`src/rtl/riscv_vec_cmd_queue_pkg.sv`:
```
// Shared payload widths and queue depth for the vector command queue slice.
package riscv_vec_cmd_queue_pkg;

    localparam int CMD_W         = 20;
    localparam int IMM1_W        = 64;
    localparam int IMM2_W        = 32;
    localparam int DEPTH_DEFAULT = 8;

    typedef logic [CMD_W-1:0]  cmd_t;
    typedef logic [IMM1_W-1:0] imm1_t;
    typedef logic [IMM2_W-1:0] imm2_t;

endpackage

```
`src/rtl/riscv_vec_cmd_queue_if.sv`:
```
// Enqueue bundle from execute plus the three independent dequeue ports toward the vector unit.
interface riscv_vec_cmd_queue_if
    import riscv_vec_cmd_queue_pkg::*;
#(
    parameter int DEPTH = DEPTH_DEFAULT
);

    logic enq_val;
    logic enq_cmd;
    logic enq_imm1;
    logic enq_imm2;
    cmd_t  enq_cmd_bits;
    imm1_t enq_imm1_bits;
    imm2_t enq_imm2_bits;
    logic enq_rdy;

    logic  cmdq_val;
    logic  cmdq_rdy;
    cmd_t  cmdq_bits;
    logic  ximm1q_val;
    logic  ximm1q_rdy;
    imm1_t ximm1q_bits;
    logic  ximm2q_val;
    logic  ximm2q_rdy;
    imm2_t ximm2q_bits;

    logic [$clog2(DEPTH):0] cmdq_count;

    modport slave (
        input  enq_val, enq_cmd, enq_imm1, enq_imm2,
        input  enq_cmd_bits, enq_imm1_bits, enq_imm2_bits,
        output enq_rdy,
        output cmdq_val, cmdq_bits, ximm1q_val, ximm1q_bits, ximm2q_val, ximm2q_bits,
        input  cmdq_rdy, ximm1q_rdy, ximm2q_rdy,
        output cmdq_count
    );

    modport master (
        output enq_val, enq_cmd, enq_imm1, enq_imm2,
        output enq_cmd_bits, enq_imm1_bits, enq_imm2_bits,
        input  enq_rdy,
        input  cmdq_val, cmdq_bits, ximm1q_val, ximm1q_bits, ximm2q_val, ximm2q_bits,
        output cmdq_rdy, ximm1q_rdy, ximm2q_rdy,
        input  cmdq_count
    );

endinterface

```
`src/rtl/riscv_queue.sv`:
```
// Generic single-clock FIFO; ready and valid come from the registered count only,
// and the head entry is read straight out of storage (no enq-to-deq bypass).
module riscv_queue #(
    parameter int WIDTH = 8,
    parameter int DEPTH = 8
) (
    input  logic                   clk,
    input  logic                   reset,
    input  logic                   enq_val_i,
    output logic                   enq_rdy_o,
    input  logic [WIDTH-1:0]       enq_bits_i,
    output logic                   deq_val_o,
    input  logic                   deq_rdy_i,
    output logic [WIDTH-1:0]       deq_bits_o,
    output logic [$clog2(DEPTH):0] count_o
);

    localparam int          PW   = $clog2(DEPTH);
    localparam logic [PW:0] FULL = (PW+1)'(DEPTH);

    logic [WIDTH-1:0] mem_q [DEPTH];
    logic [PW-1:0]    wr_ptr_q, wr_ptr_d;
    logic [PW-1:0]    rd_ptr_q, rd_ptr_d;
    logic [PW:0]      count_q, count_d;
    logic             push, pop;

    assign enq_rdy_o  = (count_q != FULL);
    assign deq_val_o  = (count_q != '0);
    assign push       = enq_val_i & enq_rdy_o;
    assign pop        = deq_val_o & deq_rdy_i;
    assign deq_bits_o = mem_q[rd_ptr_q];
    assign count_o    = count_q;

    // Power-of-two depth lets the pointers wrap by natural overflow.
    always_comb begin
        wr_ptr_d = push ? wr_ptr_q + PW'(1) : wr_ptr_q;
        rd_ptr_d = pop  ? rd_ptr_q + PW'(1) : rd_ptr_q;
        count_d  = count_q;
        if (push && !pop) begin
            count_d = count_q + (PW+1)'(1);
        end else if (pop && !push) begin
            count_d = count_q - (PW+1)'(1);
        end
    end

    always_ff @(posedge clk or posedge reset) begin
        if (reset) begin
            wr_ptr_q <= '0;
            rd_ptr_q <= '0;
            count_q  <= '0;
        end else begin
            wr_ptr_q <= wr_ptr_d;
            rd_ptr_q <= rd_ptr_d;
            count_q  <= count_d;
        end
    end

    always_ff @(posedge clk) begin
        if (push) begin
            mem_q[wr_ptr_q] <= enq_bits_i;
        end
    end

endmodule

```
`src/rtl/riscv_vec_cmd_queue.sv`:
```
// Vector command/immediate queues: one instruction pushes all of its selected queues
// atomically, and each queue drains toward the vector unit on its own handshake.
module riscv_vec_cmd_queue
    import riscv_vec_cmd_queue_pkg::*;
#(
    parameter int DEPTH = DEPTH_DEFAULT
) (
    input logic                  clk,
    input logic                  reset,
    riscv_vec_cmd_queue_if.slave q
);

    localparam int CW = $clog2(DEPTH) + 1;

    logic          cmd_rdy, imm1_rdy, imm2_rdy;
    logic          enq_rdy, fire;
    logic [CW-1:0] imm1_count, imm2_count;
    logic          unused_counts;

    // Readiness only looks at registered fullness, so a pop this cycle cannot unblock a push.
    assign enq_rdy   = (~q.enq_cmd  | cmd_rdy)
                     & (~q.enq_imm1 | imm1_rdy)
                     & (~q.enq_imm2 | imm2_rdy);
    assign fire      = q.enq_val & enq_rdy;
    assign q.enq_rdy = enq_rdy;

    assign unused_counts = ^{imm1_count, imm2_count};

    riscv_queue #(.WIDTH(CMD_W), .DEPTH(DEPTH)) u_cmdq (
        .clk        (clk),
        .reset      (reset),
        .enq_val_i  (fire & q.enq_cmd),
        .enq_rdy_o  (cmd_rdy),
        .enq_bits_i (q.enq_cmd_bits),
        .deq_val_o  (q.cmdq_val),
        .deq_rdy_i  (q.cmdq_rdy),
        .deq_bits_o (q.cmdq_bits),
        .count_o    (q.cmdq_count)
    );

    riscv_queue #(.WIDTH(IMM1_W), .DEPTH(DEPTH)) u_ximm1q (
        .clk        (clk),
        .reset      (reset),
        .enq_val_i  (fire & q.enq_imm1),
        .enq_rdy_o  (imm1_rdy),
        .enq_bits_i (q.enq_imm1_bits),
        .deq_val_o  (q.ximm1q_val),
        .deq_rdy_i  (q.ximm1q_rdy),
        .deq_bits_o (q.ximm1q_bits),
        .count_o    (imm1_count)
    );

    riscv_queue #(.WIDTH(IMM2_W), .DEPTH(DEPTH)) u_ximm2q (
        .clk        (clk),
        .reset      (reset),
        .enq_val_i  (fire & q.enq_imm2),
        .enq_rdy_o  (imm2_rdy),
        .enq_bits_i (q.enq_imm2_bits),
        .deq_val_o  (q.ximm2q_val),
        .deq_rdy_i  (q.ximm2q_rdy),
        .deq_bits_o (q.ximm2q_bits),
        .count_o    (imm2_count)
    );

endmodule

```
`src/flat_wrapper.sv`:
```
// flat-port wrapper written by rule: the top's interface ports become plain ports
module riscv_vec_cmd_queue_flat import riscv_vec_cmd_queue_pkg::*;
#(
    parameter int DEPTH = DEPTH_DEFAULT
)
  (clk, reset, q_enq_val, q_enq_cmd, q_enq_imm1, q_enq_imm2, q_enq_cmd_bits, q_enq_imm1_bits, q_enq_imm2_bits, q_enq_rdy, q_cmdq_val, q_cmdq_bits, q_ximm1q_val, q_ximm1q_bits, q_ximm2q_val, q_ximm2q_bits, q_cmdq_rdy, q_ximm1q_rdy, q_ximm2q_rdy, q_cmdq_count);
  riscv_vec_cmd_queue_if #(.DEPTH(DEPTH)) q_i ();
  input logic clk;
  input logic reset;
  input wire logic [$bits(q_i.enq_val)-1:0] q_enq_val;
  input wire logic [$bits(q_i.enq_cmd)-1:0] q_enq_cmd;
  input wire logic [$bits(q_i.enq_imm1)-1:0] q_enq_imm1;
  input wire logic [$bits(q_i.enq_imm2)-1:0] q_enq_imm2;
  input wire logic [$bits(q_i.enq_cmd_bits)-1:0] q_enq_cmd_bits;
  input wire logic [$bits(q_i.enq_imm1_bits)-1:0] q_enq_imm1_bits;
  input wire logic [$bits(q_i.enq_imm2_bits)-1:0] q_enq_imm2_bits;
  output wire logic [$bits(q_i.enq_rdy)-1:0] q_enq_rdy;
  output wire logic [$bits(q_i.cmdq_val)-1:0] q_cmdq_val;
  output wire logic [$bits(q_i.cmdq_bits)-1:0] q_cmdq_bits;
  output wire logic [$bits(q_i.ximm1q_val)-1:0] q_ximm1q_val;
  output wire logic [$bits(q_i.ximm1q_bits)-1:0] q_ximm1q_bits;
  output wire logic [$bits(q_i.ximm2q_val)-1:0] q_ximm2q_val;
  output wire logic [$bits(q_i.ximm2q_bits)-1:0] q_ximm2q_bits;
  input wire logic [$bits(q_i.cmdq_rdy)-1:0] q_cmdq_rdy;
  input wire logic [$bits(q_i.ximm1q_rdy)-1:0] q_ximm1q_rdy;
  input wire logic [$bits(q_i.ximm2q_rdy)-1:0] q_ximm2q_rdy;
  output wire logic [$bits(q_i.cmdq_count)-1:0] q_cmdq_count;
  assign q_i.enq_val = q_enq_val;
  assign q_i.enq_cmd = q_enq_cmd;
  assign q_i.enq_imm1 = q_enq_imm1;
  assign q_i.enq_imm2 = q_enq_imm2;
  assign q_i.enq_cmd_bits = q_enq_cmd_bits;
  assign q_i.enq_imm1_bits = q_enq_imm1_bits;
  assign q_i.enq_imm2_bits = q_enq_imm2_bits;
  assign q_enq_rdy = q_i.enq_rdy;
  assign q_cmdq_val = q_i.cmdq_val;
  assign q_cmdq_bits = q_i.cmdq_bits;
  assign q_ximm1q_val = q_i.ximm1q_val;
  assign q_ximm1q_bits = q_i.ximm1q_bits;
  assign q_ximm2q_val = q_i.ximm2q_val;
  assign q_ximm2q_bits = q_i.ximm2q_bits;
  assign q_i.cmdq_rdy = q_cmdq_rdy;
  assign q_i.ximm1q_rdy = q_ximm1q_rdy;
  assign q_i.ximm2q_rdy = q_ximm2q_rdy;
  assign q_cmdq_count = q_i.cmdq_count;
  riscv_vec_cmd_queue #(.DEPTH(DEPTH)) u_core (.clk(clk), .reset(reset), .q(q_i));
endmodule
```
`config.mk`:
```
export PLATFORM = sky130hd
export DESIGN_NAME = riscv_vec_cmd_queue_flat
export DESIGN_NICKNAME = d
export VERILOG_FILES = /design/src/rtl/riscv_vec_cmd_queue_pkg.sv /design/src/rtl/riscv_vec_cmd_queue_if.sv /design/src/rtl/riscv_queue.sv /design/src/rtl/riscv_vec_cmd_queue.sv /design/src/flat_wrapper.sv
export SDC_FILE = /design/constraint.sdc
export NUM_CORES = 1
export LEC_CHECK = 0
export ABC_AREA = 0
export BUFFER_PORTS_ARGS = -buffer_cell sky130_fd_sc_hd__clkbuf_2
export CORE_ASPECT_RATIO = 1.2
export CORE_MARGIN = 2
export CORE_UTILIZATION = 55
export CTS_CLUSTER_SIZE = 28
export DETAILED_ROUTE_END_ITERATION = 12
export PLACE_DENSITY = 0.73
export SYNTH_ARGS = -nofsm -noshare
export SYNTH_HDL_FRONTEND = slang
export SYNTH_SLANG_ARGS = --single-unit
```
`constraint.sdc`:
```
create_clock -name clk -period 10.7 [get_ports clk]
set_clock_uncertainty 0.15 [all_clocks]
set_input_delay 0.535 -clock clk [delete_from_list [all_inputs] [get_ports clk]]
set_output_delay 0.535 -clock clk [all_outputs]
set_load 0.03 [all_outputs]
```
==> metrics.md, run 1 <==
| Metric | Value |
|---|---|
| Worst Hold Launch | q_enq_imm1_bits[14] |
| Initial antenna violation count | 4 |
| Critical path's largest stage delay | roughly 1.1 ns |
| XOR/XNOR share of the synthesized area | 0.4299% |
| Cells after synthesis | around 1,500 |
| Transition time of the tightest slew-check pin | approximately 1.1 ns |
| CP arrival | 3.66 ns |
| Gr ovfl total | 0 |
| Max Slew Vio Count | 0 |
| Met3 Usage GRT | under 10% |
| Max cap viols | 0 |
| Crit path required time | 10.02 ns |
| Post-DR wirelength/cell | 24.90 µm |
| Sequential area share after synthesis | around four fifths |
| Yosys warnings | 0 |
| Pin count of the biggest net entering global routing | 101 |
| Nets@finish | 2,030 |
| RR Endpoint | u_core.u_ximm1q.mem_q[6][22]$_DFFE_PP_ |
| Clk slew on worst S/H paths | around 0.070 ns |
| Post-Syn Area per Cell | 24.00 µm² |
| Antenna Violating Nets Remaining | 0 |
| # fillers | 4,244 |
| CTS Buffer Depth | 3 |
| Mux cell area share after synthesis | a little under a fifth |
| CTS tree | done |
| Synth Register Bits | around 960 |
| Met2 Resource Use GR | ~37% |
| Reg2Reg Depth | 5 |
| CTS buffer count | slightly below 90 |
| Lkg Pwr | between 10 and 15 nW |
| Yosys cell types | between 40 and 50 |
| Setup bufs post-CTS | 0 |
| # IOs | between 200 and 250 |
| Die Width | between 200 and 250 µm |
| CP Cell Sequence | buf_4 -> mux4_2 -> mux2_2 -> clkbuf_2 |
| Number of global-route vias before repair | between 15,000 and 20,000 |
| H-tree depth | 3 |
| Row Count | around 100 |
| CP Max Fanout | 67 |
| Final Instance Count excl. Fillers | between 2,000 and 3,000 |
| Chip height | 286.9 µm |
| Vias per cell | 5.829 |
| Critical path's top delay family | flip-flops |
| Tmin final | 4.343 ns |
| Unrepaired setup endpoints after global routing | no |
| Vias | between 15,000 and 20,000 |
| Worst setup SP type | flop |
| Core area | roughly 66,000 µm² |
| Final hold violations | 0 |
| Worst path slowest cell | dfrtp_4 |
| Die Area | between 60,000 and 70,000 µm² |
| Post-detail-place hpwl | between 30 and 40 mm |
| Critical Path End Type | output port |
| Fin crit share | roughly 40% |
| Crit Path Class | reg -> out |
| Status | complete, no violations |
| Post-synthesis adder-cell area fraction | less than 1% |
| Syn nets | between 1,500 and 2,000 |
| R2r setup slk | just under 7 ns |
| Largest family of logic cells by synthesized area | multiplexers |
| Routability Congestion | a little over 0.7 |
| WHS Path Cells | 1 |
| # port buffers | 248 |
| Setup TNS | 0 ns |
| Final setup fails | 0 |
| Compound-gate portion of the synthesized area | less than 1% |
| Root buffer cell | clkbuf_16 |
| Post-route DRC | 0 |
| Drt total wl | between 70 and 80 mm |
| GRT busiest layer | met2 |
| Clock latency on the worst-skew pair | around 0.64 ns |
| DR iter-0 viols | about 1,100 |
| Hold Path End | u_core.u_ximm1q.mem_q[1][14]$_DFFE_PP_ |
| Clock sinks | between 900 and 1,000 |
| Power Density | approximately 270 nW/µm² |
| Reg2reg start | u_core.u_cmdq.count_o[3]$_DFFE_PP0P_ |
| Starting Density | approximately 56% |
| Peak supply drop | 0.2481 mV |
| Met1 usage | between 20% and 30% |
| Post-synthesis instance area | between 30,000 and 40,000 µm² |
| Worst path bufs/invs | 2 |
| Fmax | ~230 MHz |
| Synth Area in Simple Gates | ~1.2% |
| Global-route wire length before repair | ~110 mm |
| Worst min path class | in -> reg |
| Layout cells sized above 1 | roughly two fifths |
| Drt pass-1 iters | 5 |
| Slew headroom | ~30% |
| Overall routing resource usage | 21.17% |
| Area grow syn2layout | 16.08% |
| # placed instances | between 2,000 and 3,000 |
[worst reg2reg max path, delay by kind of cell (launching register included)]
family	cells	cell delay, ns
and+or+nand+nor	3	1.26
buffers and inverters	1	0.80
AOI/OAI and AO/OA	1	0.76
DFF	1	0.42
[power by group]
part           switching [mW]  internal (mW)  total, mW
logic                    2.06           1.58       3.64
registers               0.316           4.47       4.79
clock network            1.33           1.83       3.16
total                    3.71           7.88       11.6
[repair_timing]
item,4_1_cts,5_1_grt
resized for setup,0,0
endpoints found under the hold margin,415,0
endpoints found under the setup margin,0,0
hold buffers,54,0
[state kept, by name, summed over array words and instances (netlist names), 4 cells and up]
name	cells
u_core.u_ximm1q.mem_q	512
u_core.u_cmdq.count_o	4
u_core.u_ximm2q.mem_q	256
u_core.u_ximm2q.count_o	4
u_core.u_cmdq.mem_q	160
u_core.u_ximm1q.count_o	4
[metrics by stage]
step / power (mW) / worst slack, ns / utilization [%] / area (µm²) / hold WS, ns
finish: 11.59 / 6.357 / 64.64 / 42570 / 0.03043
global route: 12.09 / 6.230 / 64.64 / 42570 / 0.01451
CTS: 11.74 / 6.324 / 64.64 / 42570 / 0.0003732
detailed placement: 8.547 / 6.753 / 59.32 / 39070 / 0.3609
global placement: 8.487 / 6.772 / 59.32 / 39070 / 0.3547
floorplan: 7.575 / 4.286 / - / 36670 / 0.3346
[cell usage after synthesis, drive strengths merged]
| library cell | number | area share [%] |
|---|---|---|
| mux2 | 125 | 3.8 |
| or4 | 3 | 0.061 |
| nor4b | 5 | 0.15 |
| nand4 | 3 | 0.068 |
| nand3 | 9 | 0.14 |
| nor3 | 12 | 0.16 |
| nand2 | 15 | 0.15 |
| a221o | 2 | 0.055 |
| o31ai | 1 | 0.020 |
| fa | 3 | 0.16 |
| or3b | 1 | 0.024 |
| nor2 | 14 | 0.14 |
| a21o | 3 | 0.061 |
| xnor2 | 18 | 0.43 |
| clkbuf | 24 | 0.25 |
| and3 | 1 | 0.017 |
| edfxtp | 928 | 76 |
| a2111oi | 3 | 0.072 |
| a211oi | 1 | 0.020 |
| a22oi | 1 | 0.034 |
| a31oi | 2 | 0.034 |
| nor3b | 2 | 0.041 |
| dfrtp | 30 | 2.0 |
| ha | 15 | 0.51 |
| buf | 46 | 0.81 |
| nor4 | 3 | 0.051 |
| a21boi | 3 | 0.072 |
| and2 | 1 | 0.017 |
| nor2b | 2 | 0.034 |
| nand2b | 2 | 0.034 |
| o21ai | 3 | 0.041 |
| nand3b | 3 | 0.061 |
| a21oi | 3 | 0.041 |
| mux4 | 232 | 14 |
| inv | 8 | 0.082 |
| mux2i | 1 | 0.027 |
[cell families after synthesis]
kind of cell | Yosys count
simple gates | 76
mux | 358
buf+inv | 78
xor+xnor | 18
fa+ha+maj | 18
flops | 958
compound gates | 22
[cells in the final DEF (no fill, tap or decap), types with 18 or more instances in the layout]
| master | Yosys | routed |
|---|---|---|
| clkbuf_1 | 24 | 24 |
| clkbuf_2 | 0 | 248 |
| clkbuf_16 | 0 | 89 |
| buf_4 | 8 | 35 |
| mux4_2 | 232 | 232 |
| dfrtp_1 | 30 | 24 |
| dlygate4sd3_1 | 0 | 54 |
| mux2_2 | 125 | 125 |
| xnor2_1 | 18 | 18 |
| edfxtp_1 | 928 | 928 |
[final cells by class]
class | instances | area, µm² | area share, %
antenna | 1 | 2.502 | 0.005878
clock inverter | 52 | 614.3 | 1.443
timing repair buffer | 338 | 2064 | 4.850
tap | 892 | 1116 | 2.622
multi-input combinational | 492 | 7765 | 18.24
clock buffer | 115 | 2345 | 5.508
sequential | 958 | 28630 | 67.26
inverter | 8 | 30.03 | 0.07054
[worst max-delay path by stage]
stage                                                  startpoint                                endpoint  slack, ns  cells after the start
after floorplan              u_core.u_cmdq.count_o[3]$_DFFE_PP0P_   u_core.u_ximm1q.mem_q[1][0]$_DFFE_PP_       4.29                      4
after detailed placement                               q_enq_imm1  u_core.u_ximm1q.mem_q[5][20]$_DFFE_PP_       6.75                      6
after global routing      u_core.u_ximm1q.rd_ptr_q[1]$_DFFE_PP0P_                       q_ximm1q_bits[42]       6.23                      4
final                     u_core.u_ximm1q.rd_ptr_q[1]$_DFFE_PP0P_                       q_ximm1q_bits[42]       6.36                      4
after global placement                                 q_enq_imm1  u_core.u_ximm1q.mem_q[6][29]$_DFFE_PP_       6.77                      6
after CTS                 u_core.u_ximm1q.rd_ptr_q[1]$_DFFE_PP0P_                       q_ximm1q_bits[26]       6.32                      4
[routing by layer]
layer,wire length [µm],part of all wire (%)
met1,27860,39
met2,37440,53
met3,4521,6.4
met4,1244,1.7
met5,41,0.058
No activity file was read; power rests on OpenSTA's default activity.
==> run 2, diff against run 1 <==
Settings changed: ABC_AREA 0 to 1, CORE_UTILIZATION 55 to 54, PLACE_DENSITY 0.73 to 0.74.
Clock period 10.7 ns to 3.65 ns, I/O delays scaled along.
==> run 2 against run 1 <==
  * Setup slack lost 6.1 ns
  * Wire length up 21%
  * Clock-buffer cell count decreased by 5
  * Largest cell class unchanged
  * First-iteration DRC count grew 87%
  * Highest routed layer is now met4
  * Synthesized area grew 3.8%
  * Flip-flop and latch count is the same
  * Clock power rose to 2.9 times the previous value
==> metrics.md, run 2 <==
| Metric | Value |
|---|---|
| Core area | about 70,000 µm² |
| Routability Congestion | about 0.8 |
| Drt total wl | 85.76 mm |
| # fillers | about 5,000 |
| R2r setup slk | 0.72 ns |
| Reg2reg start | u_core.u_cmdq.count_o[0]$_DFFE_PP0P_ |
| DR iter-0 viols | approximately 2,100 |
| Area leader, netlist | edfxtp_1 |
| Biggest register | u_core.u_ximm1q.mem_q |
| CTS Buffer Depth | 3 |
| Lkg Pwr | about 16 nW |
| Vias | about 25,000 |
| Top Registers | u_core.u_ximm1q.mem_q (512), u_core.u_ximm2q.mem_q (256), u_core.u_cmdq.mem_q (160) |
| CP Cell Sequence | inv_6 -> buf_4 -> o21ai_0 -> o21ai_1 -> nand2_1 -> nand2_1 -> clkbuf_2 |
| Post-detail-place hpwl | ~47 mm |
| Status | complete, no violations |
| CP arrival | 3.05 ns |
| Clk slew on worst S/H paths | around 0.06 ns |
| RR Endpoint | u_core.u_ximm2q.count_o[3]$_DFFE_PP0P_ |
| Final Power | ~37 mW |
| Crit Path Class | reg -> out |
| Yosys cell types | 25 |
| Transition time of the tightest slew-check pin | between 1 and 1.5 ns |
| Crit. Startpoint | u_core.u_ximm1q.rd_ptr_q[0]$_DFFE_PP0P_ |
| Worst setup SP type | flop |
| Overall routing resource usage | 23.35% |
| Critical path's largest stage delay | between 0.6 and 0.7 ns |
| Die Area | between 70,000 and 80,000 µm² |
| Number of global-route vias before repair | between 20,000 and 25,000 |
| Top-area cell type share of the netlist area | ~73% |
| Root buffer cell | clkbuf_16 |
| Area grow syn2layout | 17.58% |
| Global-route wire length before repair | 131.3 mm |
| Die Width | 246.4 µm |
| Max cap viols | 0 |
| Pin count of the biggest net entering global routing | between 100 and 150 |
| H-tree depth | 3 |
| Critical Path End Type | output port |
| Post-cts resize count | 0 |
| Syn nets | 3,244 |
| # port buffers | 248 |
| Yosys warnings | 0 |
| Leading cell type in the layout, fill and taps excluded | edfxtp_1 |
| Final setup fails | 0 |
| Unrepaired setup endpoints after global routing | no |
| Most frequent cells in the layout | edfxtp_1 (928), nor2_1 (712), o21ai_0 (516), nand2_1 (408), clkbuf_2 (248) |
| Area occupied by multi-input gates | 8615 µm² |
| Vias per cell | 5.543 |
| Worst min path class | in -> async |
| Chip height | approximately 300 µm |
| Sequential cell area | about 29,000 µm² |
| Tmin final | around 3.4 ns |
| Fin crit share | about 93% |
| Synth top cells by count | edfxtp_1 (928), nor2_1 (736), o21ai_0 (516) |
| Gr ovfl total | 0 |
| Drt pass-1 iters | 5 |
| Initial antenna violation count | 2 |
| Final hold violations | 0 |
| Async SR Flop Fraction | 3.132% |
| Area contributors post-synth | edfxtp_1 (73%), nor2_1 (7.3%), o21ai_0 (6.8%), nand2_1 (4.0%), o21ai_1 (2.4%) |
| Worst path bufs/invs | 3 |
| # IOs | between 200 and 250 |
| Main synth FF type | edfxtp_1 |
| Layout cells sized above 1 | a little over an eighth |
| Max Slew Vio Count | 0 |
| CTS tree | done |
| Antenna Violating Nets Remaining | 0 |
| Post-Syn Area per Cell | ~12 µm² |
| Critical path's top delay family | buffers and inverters |
| EDFF count, synth | 928 |
| Cells after synthesis | 3,101 |
| Synth Register Bits | 958 |
| Slew headroom | 25.99% |
| Count leader, synth | edfxtp_1 |
| Post-route DRC | 0 |
| Worst path slowest cell | dfrtp_4 |
| Nets@finish | about 3,600 |
| Peak supply drop | 0.8018 mV |
| Post-DR wirelength/cell | roughly 19 µm |
| CP Max Fanout | 70 |
| Post-synthesis instance area | between 30,000 and 40,000 µm² |
| Sequential area share after synthesis | approximately three quarters |
| Clock latency on the worst-skew pair | between 0.6 and 0.7 ns |
| CTS buffer count | a little under 90 |
| Starting Density | a little over half |
| Row Count | about 110 |
| Crit path required time | 3.32 ns |
| Power Density | about 820 nW/µm² |
| Final core utilization | approximately 64% |
| CP most frequent cell | nand2_1 |
| Reg2Reg Depth | 14 |
| Clock sinks | 958 |
| Fmax | about 300 MHz |
| Setup bufs post-CTS | 0 |
| Max reg flops | 512 |
-- run 2: cell count changes after synthesis, sizes merged, moves of 6 or more --
cell,change
nor2,+722
o21ai,+698
nand2,+393
mux4,-232
mux2,-122
clkbuf,+88
buf,+27
inv,+23
nand3,+18
nor3,-12
xnor2,-9
xor2,+9
nand4,+6
-- run 2: stage by stage --
step                area, µm²  setup WS [ns]  hold slack, ns  cells  setup TNS (ns)
floorplan               38070        -0.9480          0.1233   3101         -485.37
finish                  44770         0.2632          0.1704   4449               0
detailed placement      40570         0.7540          0.3050   4157               0
CTS                     44760         0.2835          0.1625   4446               0
global route            44770         0.1194          0.1921   4448               0
global placement        40570         0.8051          0.2836   4157               0
-- run 2: cells by family (layout without fill, tap and decap cells) --
family	Yosys count	count (layout)	share of synthesized area, %
AOI/OAI and AO/OA	704	704	9.274
xor gates and xnor gates	18	18	0.4141
adders and majority gates	18	18	0.6507
buffers and inverters	217	644	2.580
DFF	958	958	75.16
muxes	3	3	0.08872
other	0	3	0
and+or+nand+nor	1183	1183	11.83
-- run 2: worst max-delay path by stage --
stage                                                  to  depth (start not counted)
floorplan           u_core.u_ximm1q.mem_q[0][0]$_DFFE_PP_                          7
global placement    u_core.u_ximm2q.mem_q[5][0]$_DFFE_PP_                          8
detailed placement  u_core.u_ximm2q.mem_q[5][0]$_DFFE_PP_                          7
CTS                                      q_ximm1q_bits[6]                          7
global route                            q_ximm1q_bits[13]                          7
finish                                  q_ximm1q_bits[13]                          7
-- run 2: area by class of cell --
class	count	share of cell area (%)
inverters	32	0.2823
well taps	918	2.566
multi-input cells	1926	19.24
repair buffers	448	7.356
diodes	3	0.01677
clock inverters	54	1.392
flip-flops and latches	958	63.97
clock buffers	110	5.173
-- run 2: what timing repair did --
item / in CTS / in global routing
endpoints found under the setup margin: 0 / 0
hold buffers: 125 / 0
endpoints found under the hold margin: 973 / 0
-- run 2: routing by layer --
metal | GRT usage, % | share of wire [%] | vias up
li1 | - | - | 11640
met1 | 29.54 | 40 | 12020
met2 | 41.21 | 51 | 858
met3 | 3.588 | 6.7 | 149
met4 | 7.640 | 2.3 | 0
met5 | 0 | 0 | -
-- run 2: worst reg2reg max path: stages, from the launching register on --
cell	delay (ns)
dfrtp_1	0.44
nor2_1	0.19
nand3_1	0.13
nand2_1	0.09
nor2_1	0.05
nand3_1	0.49
inv_1	0.11
ha_1	0.25
inv_1	0.13
ha_1	0.28
and3_1	0.20
o21bai_1	0.13
nand2_1	0.07
nand2_1	0.06
nand2_1	0.04
-- run 2: power breakdown --
group | switching, mW | internal (mW)
Clock | 3.97 | 5.33
Combinational | 9.74 | 3.85
Sequential | 0.703 | 13.0
Total | 14.4 | 22.2
